## src/rtl/timer_pkg.sv

```systemverilog
// Shared constants and the command-select encoding for the phase timer bank.
package timer_pkg;

  localparam logic MODE_ONESHOT = 1'b0;
  localparam logic MODE_RELOAD  = 1'b1;

  typedef enum logic [2:0] {
    CMD_RESET,
    CMD_LOAD,
    CMD_EXTEND,
    CMD_DOWN,
    CMD_HOLD
  } cmd_e;

  // Reset is asynchronous, so the synchronous select only ever resolves LOAD..HOLD.
  function automatic cmd_e cmd_sel(input logic load, input logic extend, input logic down);
    if (load)        cmd_sel = CMD_LOAD;
    else if (extend) cmd_sel = CMD_EXTEND;
    else if (down)   cmd_sel = CMD_DOWN;
    else             cmd_sel = CMD_HOLD;
  endfunction

endpackage

```

## src/rtl/timer_channel.sv

```systemverilog
// One saturating down-timer: count/reload/mode registers, saturating extend,
// optional auto-reload and a registered expiry pulse.
module timer_channel
  import timer_pkg::*;
#(
  parameter int WIDTH = 6
) (
  input  logic             clk,
  input  logic             reset,
  input  logic             load,
  input  logic             extend,
  input  logic             down,
  input  logic             mode,
  input  logic [WIDTH-1:0] load_val,
  input  logic [WIDTH-1:0] ext_val,
  output logic [WIDTH-1:0] count,
  output logic             expire
);

  logic [WIDTH-1:0] reload, count_d, reload_d;
  logic             mode_q, mode_d, expire_d;
  logic [WIDTH:0]   sum;
  cmd_e             cmd;

  always_comb begin
    cmd      = cmd_sel(load, extend, down);
    sum      = {1'b0, count} + {1'b0, ext_val};
    count_d  = count;
    reload_d = reload;
    mode_d   = mode_q;
    expire_d = 1'b0;
    case (cmd)
      CMD_LOAD: begin
        count_d  = load_val;
        reload_d = load_val;
        mode_d   = mode;
      end
      CMD_EXTEND: count_d = sum[WIDTH] ? '1 : sum[WIDTH-1:0];
      CMD_DOWN: begin
        if (count != '0) begin
          count_d  = count - WIDTH'(1);
          expire_d = (count == WIDTH'(1));
        end else if (mode_q == MODE_RELOAD) begin
          // reload from zero is silent; only the 1->0 step pulses expire
          count_d = reload;
        end
      end
      default: ;
    endcase
  end

  always_ff @(posedge clk or negedge reset) begin
    if (!reset) begin
      count  <= '0;
      reload <= '0;
      mode_q <= MODE_ONESHOT;
      expire <= 1'b0;
    end else begin
      count  <= count_d;
      reload <= reload_d;
      mode_q <= mode_d;
      expire <= expire_d;
    end
  end

endmodule

```

## src/rtl/phase_timer_bank.sv

```systemverilog
// Bank of CHANNELS independent phase timers; slices the flattened buses per channel.
module phase_timer_bank
  import timer_pkg::*;
#(
  parameter int WIDTH    = 6,
  parameter int CHANNELS = 4
) (
  input  logic                      clk,
  input  logic                      reset,
  input  logic [CHANNELS-1:0]       load,
  input  logic [CHANNELS-1:0]       extend,
  input  logic [CHANNELS-1:0]       down,
  input  logic [CHANNELS-1:0]       mode,
  input  logic [CHANNELS*WIDTH-1:0] load_val,
  input  logic [CHANNELS*WIDTH-1:0] ext_val,
  output logic [CHANNELS*WIDTH-1:0] curr_count,
  output logic [CHANNELS-1:0]       is_zero,
  output logic [CHANNELS-1:0]       expire
);

  for (genvar i = 0; i < CHANNELS; i++) begin : g_ch
    timer_channel #(.WIDTH(WIDTH)) u_ch (
      .clk      (clk),
      .reset    (reset),
      .load     (load[i]),
      .extend   (extend[i]),
      .down     (down[i]),
      .mode     (mode[i]),
      .load_val (load_val[i*WIDTH +: WIDTH]),
      .ext_val  (ext_val[i*WIDTH +: WIDTH]),
      .count    (curr_count[i*WIDTH +: WIDTH]),
      .expire   (expire[i])
    );
    assign is_zero[i] = (curr_count[i*WIDTH +: WIDTH] == '0);
  end

endmodule

```

## config.mk

```make
export PLATFORM = sky130hd
export DESIGN_NAME = phase_timer_bank
export DESIGN_NICKNAME = d
export VERILOG_FILES = /design/src/rtl/timer_pkg.sv /design/src/rtl/timer_channel.sv /design/src/rtl/phase_timer_bank.sv
export SDC_FILE = /design/constraint.sdc
export NUM_CORES = 1
export LEC_CHECK = 0
export CAP_MARGIN = 0
export CORE_ASPECT_RATIO = 0.7
export CORE_UTILIZATION = 50
export DETAILED_ROUTE_END_ITERATION = 10
export GPL_TIMING_DRIVEN = 1
export PLACE_DENSITY = 0.79
export RECOVER_POWER = 50
export SETUP_SLACK_MARGIN = 0.1
export SYNTH_ARGS = -nofsm -noshare
export SYNTH_HDL_FRONTEND = slang
export SYNTH_SLANG_ARGS = --single-unit
```

## constraint.sdc

```tcl
create_clock -name clk -period 5.75 [get_ports clk]
set_clock_uncertainty 0.05 [all_clocks]
set_input_delay 1.4375 -clock clk [delete_from_list [all_inputs] [get_ports clk]]
set_output_delay 1.4375 -clock clk [all_outputs]
set_load 0.01 [all_outputs]
```

# Word level (Yosys, flattened, before mapping)
# Cells that the tools add are included.
totals:
  reg_bits: 56
  rom_bits: 0
  input_bits: 66
  latch_bits: 0
  n_memories: 0
  word_cells: 96
  mem_bits_rw: 0
  out_inout_bits: 32
classes:
  n_reduce_logical: 16
  n_shift: 0
  muxes: 36
  bitwise: 0
  multipliers: 0
  n_div: 0
  n_eq_ne: 20
  n_lt_le_gt_ge: 0
  addsub: 8
ops:
  columns: ["op", "n"]
  rows:
  - ["6-bit 2-to-1 mux", 12]
  - ["6-bit case mux with 3 select lines", 4]
  - ["3-bit 2-to-1 mux", 12]
  - ["6-bit by 6-bit adder with 7-bit output", 4]
  - ["3-bit by 2-bit equality test with 1-bit output, second input constant", 8]
  - ["6-bit by 1-bit equality test with 1-bit output, second input constant", 4]
  - ["6-bit logical NOT", 4]
  - ["6-bit nonzero test", 4]
  - ["6-bit by 1-bit subtractor with 6-bit output, second input constant", 4]
  - ["3-bit by 1-bit equality test with 1-bit output, second input constant", 4]
  - ["3-bit by 1-bit != test with 1-bit output, second input constant", 4]
  - ["3-bit nonzero test", 4]
  - ["1-bit 2-to-1 mux", 8]
  - ["2-bit AND reduction", 4]

# Depth between registers and ports, before layout
depth:
  depth_word: 6
  depth_mapped: 9
  depth_no_buf: 8

# Modules after synthesis
# From an unflattened synthesis, not the netlist that was laid out.
hier_totals:
  hier_cells: 484
  area_unflattened_um2: 4356.7
modules_own_cells:
  columns: ["module", "cells_per_inst", "n_inst", "area_per_inst_um2", "seq_area_each_um2"]
  rows:
  - ["timer_channel at g_ch[1].u_ch ...", 119, 2, 1054.8, 350.3]
  - ["timer_channel at g_ch[3].u_ch", 123, 1, 1096.1, 350.3]
  - ["timer_channel at g_ch[0].u_ch", 115, 1, 1066.0, 350.3]
  - ["phase_timer_bank", 8, 1, 85.1, 0.0]

# Worst setup path before layout
# OpenSTA, ideal clock, no wires.
synth_timing:
  path_type: "reg2out"
  from: "register g_ch[3].u_ch.count[1]"
  to: "output port is_zero[3]"
  t_arrival_ns: 1.755
  t_required_ns: 4.263
  path_buffers: 1
  path_stages_with_launch: 7
  setup_slack_ns: 2.508
  cell_sequence: "dfrtp_1 inv_1 ha_1 or3b_1 or3_1 clkbuf_4 inv_1"
synth_between:
  elab_chain_cells: 1
synth_rtl:
  columns: ["item", "line", "source"]
  rows:
  - ["start, declared", "timer_channel.sv:16", "output logic [WIDTH-1:0] count,"]
  - ["start signal, assigned", "timer_channel.sv:59", "count <= count_d;"]
  - ["6-bit logical NOT", "phase_timer_bank.sv:34", "assign is_zero[i] = (curr_count[i*WIDTH +: WIDTH] == '0);"]
  - ["end, declared", "phase_timer_bank.sv:17", "output logic [CHANNELS-1:0] is_zero,"]
# No other way between the ends.

# Final worst setup path
# Ends and elaborated chain as after synthesis.

==> flow_summary.html <==
<table>
<tr><th>Metric</th><th>Value</th></tr>
<tr><th colspan="2">Floorplan</th></tr>
<tr><td>FP Rows</td><td>28</td></tr>
<tr><td>Core region area</td><td>8440 µm²</td></tr>
<tr><td>Horizontal extent of the die</td><td>~110 µm</td></tr>
<tr><td>Chip height</td><td>80.0 µm</td></tr>
<tr><td>Full die area</td><td>about 9100 µm²</td></tr>
<tr><td>Top Ports</td><td>98</td></tr>
<tr><td>Initial cell density of the core</td><td>51.5%</td></tr>
<tr><th colspan="2">Logic synthesis</th></tr>
<tr><td>Top_reg_cell synth</td><td>dfrtp_1</td></tr>
<tr><td>Yosys reg bits</td><td>56</td></tr>
<tr><td>Post-synth EDFFs</td><td>0</td></tr>
<tr><td>Asr flop ratio synth</td><td>100%</td></tr>
<tr><td>Yosys Warn Count</td><td>0</td></tr>
<tr><td>Mean Syn Cell Area</td><td>8.81 µm²</td></tr>
<tr><td>Cell Area, Synth</td><td>4340 µm²</td></tr>
<tr><td>Sequential fraction of the synthesis area</td><td>32.3%</td></tr>
<tr><td>Cell variety after synth</td><td>69</td></tr>
<tr><td>Mapped Nets</td><td>approximately 600</td></tr>
<tr><td>Synth Instances</td><td>~500</td></tr>
<tr><th colspan="2">Final layout</th></tr>
<tr><td>Share of cells above drive strength 1</td><td>5.67%</td></tr>
<tr><td>Commonest non-fill, non-tap cells in the layout</td><td>clkdlybuf4s50_1, dfrtp_1, nand2_1</td></tr>
<tr><td>Non-Filler Cell Area, Final</td><td>5500 µm²</td></tr>
<tr><td>Most common library cell in the layout ignoring fill and taps</td><td>clkdlybuf4s50_1</td></tr>
<tr><td>Post-Layout Cell Count</td><td>702</td></tr>
<tr><td>N_diodes</td><td>0</td></tr>
<tr><td>Filler cell count</td><td>706</td></tr>
<tr><td>NumNets Final</td><td>around 690</td></tr>
<tr><td>Area growth, synth to finish</td><td>26.7%</td></tr>
<tr><th colspan="2">STA</th></tr>
<tr><td>Worst slew margin</td><td>-110%</td></tr>
<tr><td>Pins over their slew limit</td><td>57</td></tr>
<tr><td>RSZ-0062 raised after global routing</td><td>false</td></tr>
<tr><td>Number of endpoints failing setup at the final stage</td><td>0</td></tr>
<tr><td>Shortest period the worst path allows</td><td>4.15 ns</td></tr>
<tr><td>Peak Freq</td><td>roughly 240 MHz</td></tr>
<tr><td>Share of the clock period used by the worst path</td><td>72.1%</td></tr>
<tr><td>Setup tns final</td><td>0 ns</td></tr>
<tr><td>Final Hold Fails</td><td>0</td></tr>
<tr><td>Worst Max-Slew Pin Slew</td><td>3.15 ns</td></tr>
<tr><th colspan="2">Detailed routing</th></tr>
<tr><td>Routed via count</td><td>slightly above 4k</td></tr>
<tr><td>DRC marker count from the first detailed-route iteration</td><td>232</td></tr>
<tr><td>Detailed-route DRC error count</td><td>0</td></tr>
<tr><td>First-pass DRT Iterations</td><td>7</td></tr>
<tr><td>Wire per inst</td><td>15.8 µm</td></tr>
<tr><td>Total wire length</td><td>between 10000 and 15000 µm</td></tr>
<tr><td>Remaining antenna violation count</td><td>0</td></tr>
<tr><td>Via density per instance</td><td>just under 6</td></tr>
<tr><th colspan="2">GRT</th></tr>
<tr><td>Vias in the first global route</td><td>between 3k and 4k</td></tr>
<tr><td>Met2 routing resource usage after global routing</td><td>41.2%</td></tr>
<tr><td>Combined global-route utilization of all metal layers</td><td>approximately a quarter</td></tr>
<tr><td>Global-route wire length before repair</td><td>18400 µm</td></tr>
<tr><td>Grt total ovfl</td><td>0</td></tr>
<tr><td>Antenna violations before repair</td><td>0</td></tr>
<tr><td>Maximum number of pins on one net before global-route repair</td><td>57</td></tr>
<tr><td>Most congested layer reported by global routing</td><td>met2</td></tr>
<tr><td>Met1 global-route usage</td><td>36.1%</td></tr>
<tr><td>Met3 Use GR</td><td>4.25%</td></tr>
<tr><th colspan="2">Place</th></tr>
<tr><td>Half-perimeter wire length after placement</td><td>about 8300 µm</td></tr>
<tr><td>Placed cell count</td><td>695</td></tr>
<tr><td>Post-Place Cell Area</td><td>5370 µm²</td></tr>
<tr><td>Number of buffer cells added on primary ports</td><td>between 90 and 100</td></tr>
<tr><td>RePlAce Congestion</td><td>0.918</td></tr>
<tr><th colspan="2">Clock tree</th></tr>
<tr><td>Bufs on Longest Clock Path</td><td>2</td></tr>
<tr><td>Count of hold buffers inserted by post-cts repair</td><td>0</td></tr>
<tr><td>Clock latency on the worst-skew pair</td><td>approximately 0.29 ns</td></tr>
<tr><td>Number of buffers inserted during clock tree synthesis</td><td>5</td></tr>
<tr><td>Post-cts sizing count</td><td>0</td></tr>
<tr><td>Clock tree from TritonCTS</td><td>yes</td></tr>
<tr><td>CTS root buffer</td><td>clkbuf_16</td></tr>
<tr><td>H-tree depth</td><td>2</td></tr>
<tr><td># clock sinks</td><td>56</td></tr>
<tr><td>Clock Pin Slew Worst Setup and Hold Paths</td><td>~0.070 ns</td></tr>
<tr><td>Post-CTS repair timing setup buffer count</td><td>0</td></tr>
<tr><th colspan="2">Outcome</th></tr>
<tr><td>Failing checks</td><td>capacitance limit, slew limit</td></tr>
<tr><td>Outcome</td><td>finished, violations left</td></tr>
<tr><th colspan="2">Job</th></tr>
<tr><td>Max Cap Violations</td><td>1</td></tr>
<tr><th colspan="2">Setup path</th></tr>
<tr><td>WP data required</td><td>around 4.3 ns</td></tr>
<tr><td>Type of the worst setup path</td><td>reg2out</td></tr>
<tr><td>Kind of launch point of the worst setup path</td><td>flop</td></tr>
<tr><td>Sort of element at the end of the critical path</td><td>primary output</td></tr>
<tr><td>Data arrival at the endpoint of the critical path</td><td>2.66 ns</td></tr>
<tr><td>Critical path peak fanout</td><td>7</td></tr>
<tr><th colspan="2">Power and ir drop</th></tr>
<tr><td>Peak VDD IR</td><td>around 140 µV</td></tr>
<tr><td>Total Power Consumption</td><td>1280 µW</td></tr>
<tr><td>Total leakage power</td><td>about 0.0024 µW</td></tr>
<tr><td>PwrDens</td><td>approximately 230 nW/µm²</td></tr>
<tr><th colspan="2">Hold path</th></tr>
<tr><td>Min-delay worst type</td><td>reg2reg</td></tr>
</table>
-- stage by stage --
step,utilization [%],worst slack [ns],hold slack (ns)
2_1_floorplan,-,2.51,0.422
3_3_place_gp,63.6,2.01,0.437
3_5_place_dp,63.6,1.91,0.442
4_1_cts,65.2,1.62,0.458
5_1_grt,65.2,1.01,0.469
6_report,65.2,1.60,0.461
-- per-layer routing --
layer  part of all wire [%]  up-vias
met2                     45      168
met4                   0.65        0
met3                    7.4       15
li1                       -     1983
met1                     47     1943
met5                      0        -
-- registers in the layout, summed over array words and instances, names as in the netlist --
name / count
g_ch.u_ch.count: 24
g_ch.u_ch.expire: 4
g_ch.u_ch.mode_q: 4
g_ch.u_ch.reload: 24
-- Yosys cell counts, types with 3 or more instances --
library cell	instances	area share, %
xnor2_1	10	2.0
buf_1	3	0.26
o21ai_0	37	4.3
nor2b_1	11	1.6
a21o_1	6	1.0
ha_1	34	9.8
o21bai_1	3	0.52
nand4_1	3	0.43
nor3b_1	5	0.86
mux2i_1	10	2.3
buf_4	4	0.69
a21boi_0	4	0.69
fa_1	4	1.8
a211oi_1	3	0.52
inv_1	37	3.2
nand2b_1	10	1.4
nand3_1	8	0.92
dfrtp_1	56	32
o221ai_1	4	0.81
a41oi_1	4	0.81
a21oi_1	25	2.9
nor4b_1	4	0.81
or3_1	5	0.72
nor3_1	23	2.6
mux2_2	17	4.4
a31oi_1	10	1.4
nor2_1	33	2.9
nand2_1	39	3.4
o211ai_1	10	1.7
xor2_1	6	1.2
o31ai_1	10	1.7
and2_1	3	0.43
clkbuf_1	6	0.52
-- cell type report --
cell class / count / area [µm²] / area share, %
clock buffers: 6 / 129 / 2.34
well taps: 120 / 150 / 2.73
clock inverters: 1 / 5.00 / 0.0909
flip-flops and latches: 56 / 1400 / 25.5
multi-input cells: 384 / 2710 / 49.2
inverters: 37 / 139 / 2.52
repair buffers: 98 / 970 / 17.6
-- report_power, final --
group / switching (µW) / leakage [µW] / internal, µW
Sequential: 66.6 / 0.000668 / 436
Clock: 144 / 0.0000667 / 159
Combinational: 237 / 0.00162 / 241
-- worst paths after layout --
| path | end | depth (start not counted) | start | slack (ns) |
|---|---|---|---|---|
| worst max-delay path | is_zero[3] | 6 | g_ch[3].u_ch.count[1] | 1.60 |
| worst min-delay path | g_ch[2].u_ch.reload[5] | 1 | g_ch[2].u_ch.reload[5] | 0.46 |
| worst max register to register | g_ch[3].u_ch.count[5] | 7 | g_ch[3].u_ch.count[1] | 3.11 |
| worst min register to register | g_ch[2].u_ch.reload[5] | 1 | g_ch[2].u_ch.reload[5] | 0.46 |
| max in group asynchronous | g_ch[0].u_ch.reload[5] | 2 | reset | 1.65 |
| min in group asynchronous | g_ch[1].u_ch.expire | 2 | reset | 2.22 |
-- critical path: stages (launching register included) --
cell and delay (ns):
dfrtp_1 0.46, inv_1 0.16, ha_1 0.28, or3b_1 0.43, or3_1 0.42, inv_1 0.09, clkdlybuf4s50_1 0.53
-- cells by family (layout without fill, tap and decap cells) --
kind of cell | after synthesis | count (layout) | synth area share [%]
xor+xnor | 16 | 16 | 3.23
simple gates | 160 | 160 | 19.0
flops | 56 | 56 | 32.3
compound gates | 143 | 143 | 21.8
buf+inv | 53 | 142 | 5.36
fa+ha+maj | 38 | 38 | 11.6
mux | 27 | 27 | 6.71
(Power assumes the default switching activity.)
